## src/rtl/prog_sequencer.sv

```systemverilog
// Run controller for the labkit RISC core: picks a program from button edges, then
// sequences cpu_reset / program_selector through reset, copy and run, and times the run.
module prog_sequencer #(
  parameter int unsigned RESET_CYCLES = 2,
  parameter int unsigned COPY_CYCLES  = 4,
  parameter logic [31:0] TIMEOUT      = 32'd25_000_000
) (
  input  logic        clock,
  input  logic        reset,
  input  logic [3:0]  req,
  input  logic        abort,
  input  logic        halt,
  output logic        cpu_reset,
  output logic [31:0] program_selector,
  output logic        busy,
  output logic        done,
  output logic        timed_out,
  output logic [31:0] cycle_count,
  output logic [2:0]  dbg_state,
  output logic [2:0]  dbg_active_prog
);

  typedef enum logic [2:0] {
    S_IDLE  = 3'd0,
    S_RESET = 3'd1,
    S_COPY  = 3'd2,
    S_RUN   = 3'd3,
    S_DONE  = 3'd4
  } state_t;

  localparam logic [31:0] RESET_LOAD = 32'(RESET_CYCLES - 1);
  localparam logic [31:0] COPY_LOAD  = 32'(COPY_CYCLES - 1);
  localparam logic [31:0] LAST_RUN   = TIMEOUT - 32'd1;

  state_t      r_state;
  logic [3:0]  r_req_prev;
  logic [2:0]  r_active_prog;
  logic [31:0] r_phase;
  logic [31:0] r_cycle_count;
  logic        r_cpu_reset;
  logic [2:0]  r_sel;
  logic        r_busy;
  logic        r_done;
  logic        r_timed_out;

  logic [3:0]  w_rise;
  logic [2:0]  w_win;

  assign w_rise = req & ~r_req_prev;

  // Fixed priority: lowest rising bit wins, program number is bit index + 1.
  always_comb begin
    w_win = 3'd0;
    if (w_rise[0])      w_win = 3'd1;
    else if (w_rise[1]) w_win = 3'd2;
    else if (w_rise[2]) w_win = 3'd3;
    else if (w_rise[3]) w_win = 3'd4;
  end

  always_ff @(posedge clock or negedge reset) begin
    if (!reset) begin
      r_state       <= S_IDLE;
      r_req_prev    <= 4'b1111;
      r_active_prog <= 3'd0;
      r_phase       <= 32'd0;
      r_cycle_count <= 32'd0;
      r_cpu_reset   <= 1'b1;
      r_sel         <= 3'd0;
      r_busy        <= 1'b0;
      r_done        <= 1'b0;
      r_timed_out   <= 1'b0;
    end else begin
      // Edge history always advances, so edges swallowed while busy never relaunch.
      r_req_prev <= req;
      if (abort) begin
        r_state     <= S_IDLE;
        r_cpu_reset <= 1'b1;
        r_sel       <= 3'd0;
        r_busy      <= 1'b0;
        r_done      <= 1'b0;
        r_timed_out <= 1'b0;
      end else begin
        case (r_state)
          S_IDLE, S_DONE: begin
            if (|w_rise) begin
              r_state       <= S_RESET;
              r_active_prog <= w_win;
              r_phase       <= RESET_LOAD;
              r_cycle_count <= 32'd0;
              r_cpu_reset   <= 1'b1;
              r_sel         <= 3'd0;
              r_busy        <= 1'b1;
              r_done        <= 1'b0;
              r_timed_out   <= 1'b0;
            end
          end
          S_RESET: begin
            if (r_phase == 32'd0) begin
              r_state <= S_COPY;
              r_phase <= COPY_LOAD;
              r_sel   <= r_active_prog;
            end else begin
              r_phase <= r_phase - 32'd1;
            end
          end
          S_COPY: begin
            if (r_phase == 32'd0) begin
              r_state     <= S_RUN;
              r_cpu_reset <= 1'b0;
              r_sel       <= 3'd0;
            end else begin
              r_phase <= r_phase - 32'd1;
            end
          end
          S_RUN: begin
            // The exit cycle is counted too, so a timeout leaves the count at TIMEOUT.
            r_cycle_count <= r_cycle_count + 32'd1;
            if (halt) begin
              r_state     <= S_DONE;
              r_busy      <= 1'b0;
              r_done      <= 1'b1;
              r_timed_out <= 1'b0;
            end else if (r_cycle_count == LAST_RUN) begin
              r_state     <= S_DONE;
              r_busy      <= 1'b0;
              r_done      <= 1'b1;
              r_timed_out <= 1'b1;
            end
          end
          default: begin
            r_state     <= S_IDLE;
            r_cpu_reset <= 1'b1;
            r_sel       <= 3'd0;
            r_busy      <= 1'b0;
            r_done      <= 1'b0;
            r_timed_out <= 1'b0;
          end
        endcase
      end
    end
  end

  assign cpu_reset        = r_cpu_reset;
  assign program_selector = {29'd0, r_sel};
  assign busy             = r_busy;
  assign done             = r_done;
  assign timed_out        = r_timed_out;
  assign cycle_count      = r_cycle_count;
  assign dbg_state        = r_state;
  assign dbg_active_prog  = r_active_prog;

endmodule

```

## config.mk

```make
export PLATFORM = sky130hd
export DESIGN_NAME = prog_sequencer
export DESIGN_NICKNAME = d
export VERILOG_FILES = /design/src/rtl/prog_sequencer.sv
export SDC_FILE = /design/constraint.sdc
export NUM_CORES = 1
export LEC_CHECK = 0
export ABC_AREA = 1
export BUFFER_PORTS_ARGS = -buffer_cell sky130_fd_sc_hd__clkbuf_2
export CAP_MARGIN = 20
export CORE_AREA = 10 10 105 116
export DETAILED_ROUTE_END_ITERATION = 10
export DIE_AREA = 0 0 115 126
export GPL_TIMING_DRIVEN = 0
export PLACE_DENSITY = 0.8
export SYNTH_ARGS = -nofsm -noshare
export SYNTH_HDL_FRONTEND = slang
export SYNTH_SLANG_ARGS = --single-unit
```

## constraint.sdc

```tcl
create_clock -name clock -period 2.1 [get_ports clock]
set_input_delay 0.42 -clock clock [delete_from_list [all_inputs] [get_ports clock]]
set_output_delay 0.42 -clock clock [all_outputs]
set_load 0.02 [all_outputs]
```

==> impl_metrics.ini <==
[setup_path]
critical_path.startpoint = cycle_count[0]
cp_data_required_time_ps = 2350
critPathBufInv = 1
cp.depth = 10
timing.reg2reg.setup_slack_ps = 130
critical-path-max-stage-delay_ps = 460
timing.setup.critical_path_class = flip-flop to flip-flop
cp-start-kind = flip-flop
cpMostUsedCell = sky130_fd_sc_hd__nand2_1
path_delay_family = simple AND/OR/NAND/NOR gates
worstRegToRegCells = 10
crit_chain = ha_1 > nand3_2 > inv_1 > nand2_1 > nor2_1 > nand2_1 > nand2_1 > nand3_1 > nand2_1 > o21ai_0
endpoint_of_the_lowest_slack_register_to_register_path = done
critical_path_fanout_max = 6
worst_r2r_startpoint = cycle_count[0]
timing.critical_path.arrival_ps = 2220
timing.critical_path.slowest_stage_cell = sky130_fd_sc_hd__dfrtp_1
setup.worst_path.end_class = flip-flop

[pwr]
clock_power_share_pct = 18.1
power.leakage_uw = 0.00339
vdd.ir_drop.worst_uv = 613
power.share.combinational_pct = 52.2
p_switching_uw = 3510
power_density_mw_per_mm2 = 1120
sequentialPowerShare_pct = 29.7
switching_share_pct = 48.7
cellInternalPower_uw = 3690

[logic_synthesis]
top_cell_type_s_share_of_synthesized_area_pct = 34.1
gate_count_after_technology_mapping = 837
synthDominantAreaCellType = sky130_fd_sc_hd__dfrtp_1
syn_area_mm2 = 0.00558
ys_seq_elements = 81
share_of_flip_flops_with_an_asynchronous_set_or_reset_pct = 100
synth-seq-area-share_pct = 36.5
post_synth.cell_area_avg_um2 = 6.66
biggest_area_contributors_in_the_synthesized_netlist = sky130_fd_sc_hd__dfrtp_1 (34%), sky130_fd_sc_hd__nand2_1 (17%), sky130_fd_sc_hd__nor2_1 (7.3%), sky130_fd_sc_hd__nand3_1 (6.2%), sky130_fd_sc_hd__inv_1 (6.1%)
yosys_warnings = 0
number_of_library_cell_types_mapped_by_synthesis = 42
synthFlopType = sky130_fd_sc_hd__dfrtp_1
synth_enable_flop_cells = 0

[floorplan]
dieArea_mm2 = 0.0145
die_y_um = 126
start_util_pct = 56.9
die-width_um = 115
floorplan.rows = 38
ioPinCount = 82
placeableCoreArea_mm2 = 0.00979

[drt]
initialDrtViolationCount = 358
drt-vias-per-instance = 5.32
drcViolationCount = 0
wl_um = 15400
detail_route.first_pass.iterations = 5
antenna_violating_nets_post_route = 0
route.detailed.wl_per_inst_um = 14.6
route.vias.total = 5629

[global_route]
grt_first_pass_wirelength_um = 25200
groute.usage.overall_pct = 20.8
grt_overflow_total = 0
grt_max_degree = 55
first_global_vias = 5265
grt_antenna_before_repair = 0

[placement]
dpl.cell_count = 1038
finalWeightedCongestion = 0.956
place_area_mm2 = 0.00612
dp.final_hpwl_um = 11600
place.port_buffers = 52
preCtsSetupSlack_ps = -58.7

[clock_network]
clock_tree_from_tritoncts = built
clkSlewWorstSetupHoldPaths_ps = 100
clockRootBuffer = sky130_fd_sc_hd__clkbuf_8
holdBufCountCts = 0
cts-buffers-inserted = 9
clock_sink_count = 81
h-tree-depth = 3
max-clock-path-buffers = 2
worstSkewPairLatency_ps = 380

[final_layout]
design_area_mm2 = 0.00642
utilization_pct = 65.5
final-instance-count-excl-fill = 1058
drive_above_1_share_pct = 18.0
fin_nets = 943
antenna_cells = 0
num-fill-cells = 926
area_growth_syn_to_layout_pct = 15.1

[sta]
finalWorstPathRequiredPeriod_ps = 1970
maximum_clock_skew_at_final_layout_ps = 14.5
tightest_hold_margin_ps = -5.47
worst_pin_slew_ps = 669
final_setup_fails = 0
post-route-period-util_pct = 93.7
max_freq_mhz = 508
final_max_slew_viol_count = 0
rsz0062_at_grt = false
max-slew-margin-rel_pct = 55.0
fin_ws_ps = 132
final_hold_viol_count = 5

[run_status]
violations = negative hold slack
run_status = complete, but fails checks

[run]
maxCapViolations = 0

[min_path]
timing.hold.worst.class = input pin to async pin
kinds of logic after synthesis:
kind of cell | count (synthesis) | share of synthesized area [%]
simple gates | 536 | 42.7
buf+inv | 143 | 12.4
flops | 81 | 36.5
compound gates | 65 | 6.48
xor+xnor | 9 | 1.41
fa+ha+maj | 2 | 0.449
other cells | 1 | 0.0672
area by class of cell:
cell class                      instances  area (um^2)  area share (%)
Buffer                                 44          317            4.93
Clock buffer                           10          128            1.99
Clock inverter                          6         90.1            1.40
Inverter                               99          379            5.91
Multi-Input combinational cell        641         3000            46.7
Sequential cell                        81         2030            31.7
Tap cell                              120          150            2.34
Timing Repair Buffer                   57          320            4.99
flip-flops by register name, summed over array words and instances (netlist names):
signal	cells
cycle_count	32
r_phase	32
r_req_prev	4
dbg_active_prog	3
dbg_state	3
r_sel	3
busy	1
cpu_reset	1
done	1
timed_out	1
cell usage in the layout, fill, tap and decap left out, types with 3 or more instances in the layout:
cell type	count
sky130_fd_sc_hd__dfstp_2	5
sky130_fd_sc_hd__inv_2	7
sky130_fd_sc_hd__buf_4	36
sky130_fd_sc_hd__dfrtp_1	75
sky130_fd_sc_hd__nand3_2	4
sky130_fd_sc_hd__nand4_1	39
sky130_fd_sc_hd__nand3_1	68
sky130_fd_sc_hd__buf_6	3
sky130_fd_sc_hd__conb_1	29
sky130_fd_sc_hd__inv_1	89
sky130_fd_sc_hd__nor2_2	16
sky130_fd_sc_hd__clkbuf_2	53
sky130_fd_sc_hd__nor2_4	4
sky130_fd_sc_hd__o21ai_0	44
sky130_fd_sc_hd__nor3_1	22
sky130_fd_sc_hd__clkbuf_8	9
sky130_fd_sc_hd__nand2_2	7
sky130_fd_sc_hd__buf_2	5
sky130_fd_sc_hd__a21oi_1	9
sky130_fd_sc_hd__xor2_1	7
sky130_fd_sc_hd__nand3b_1	4
sky130_fd_sc_hd__nor2_1	106
sky130_fd_sc_hd__nand2_1	259
sky130_fd_sc_hd__o31ai_1	3
metrics by stage:
| step | TNS, ps | power, uW |
|---|---|---|
| 2_1_floorplan | 0 | 4870 |
| 3_3_place_gp | -19610 | 5690 |
| 3_5_place_dp | -307 | 5760 |
| 4_1_cts | 0 | 7070 |
| 5_1_grt | 0 | 7770 |
| 6_report | 0 | 7190 |
cell usage after synthesis, types with 2 or more instances:
cell type	count
sky130_fd_sc_hd__nand2_1	259
sky130_fd_sc_hd__nor2_1	108
sky130_fd_sc_hd__inv_1	90
sky130_fd_sc_hd__dfrtp_1	76
sky130_fd_sc_hd__nand3_1	69
sky130_fd_sc_hd__o21ai_0	44
sky130_fd_sc_hd__nand4_1	39
sky130_fd_sc_hd__buf_4	32
sky130_fd_sc_hd__nor3_1	23
sky130_fd_sc_hd__nor2_2	16
sky130_fd_sc_hd__a21oi_1	9
sky130_fd_sc_hd__nand2_2	7
sky130_fd_sc_hd__xor2_1	7
sky130_fd_sc_hd__inv_2	6
sky130_fd_sc_hd__buf_2	5
sky130_fd_sc_hd__dfstp_2	5
sky130_fd_sc_hd__nand3b_1	4
sky130_fd_sc_hd__buf_6	3
sky130_fd_sc_hd__clkbuf_1	3
sky130_fd_sc_hd__nand3_2	3
sky130_fd_sc_hd__o31ai_1	3
sky130_fd_sc_hd__a31oi_1	2
sky130_fd_sc_hd__ha_1	2
sky130_fd_sc_hd__nor2_4	2
sky130_fd_sc_hd__o21ai_1	2
sky130_fd_sc_hd__xnor2_1	2
power by group through the flow:
stage	Combinational (uW)	Clock [uW]	Sequential [uW]
after floorplan	2690	0	2190
after global placement	3550	0	2140
after detailed placement	3610	0	2150
after CTS	3640	1310	2120
after global routing	4230	1360	2170
final	3760	1300	2130
metal layers:
layer | wire length [um] | part of all wire (%) | track usage (%)
met1 | 6480 | 42 | 25.5
met2 | 7710 | 50 | 34.6
met3 | 888 | 5.8 | 3.99
met4 | 331 | 2.1 | 9.04
met5 | 0 | 0 | 0
worst reg2reg max path: cells and delay by family, from the launching register on:
kind,cells,cell delay (ps)
AO/OA/AOI/OAI,1,90
adder cells (fa/ha/maj),1,260
buffers and inverters,1,160
flip-flops,1,460
AND/OR/NAND/NOR,7,880
how the worst max path moves through the flow:
stage	endpoint	slack [ps]
5_1_grt	done	3
4_1_cts	r_phase[8]	9
3_5_place_dp	r_phase[5]	-60
2_1_floorplan	r_phase[29]	300
3_3_place_gp	busy	-260
6_report	done	130
timing repair:
item | 4_1_cts | 5_1_grt
gates resized for setup | 2 | 14
gates cloned | 0 | 0
setup buffers | 1 | 3
endpoints found under the setup margin | 32 | 56
pin swaps | 2 | 1
Note: power is estimated with default switching activity, not from simulation.
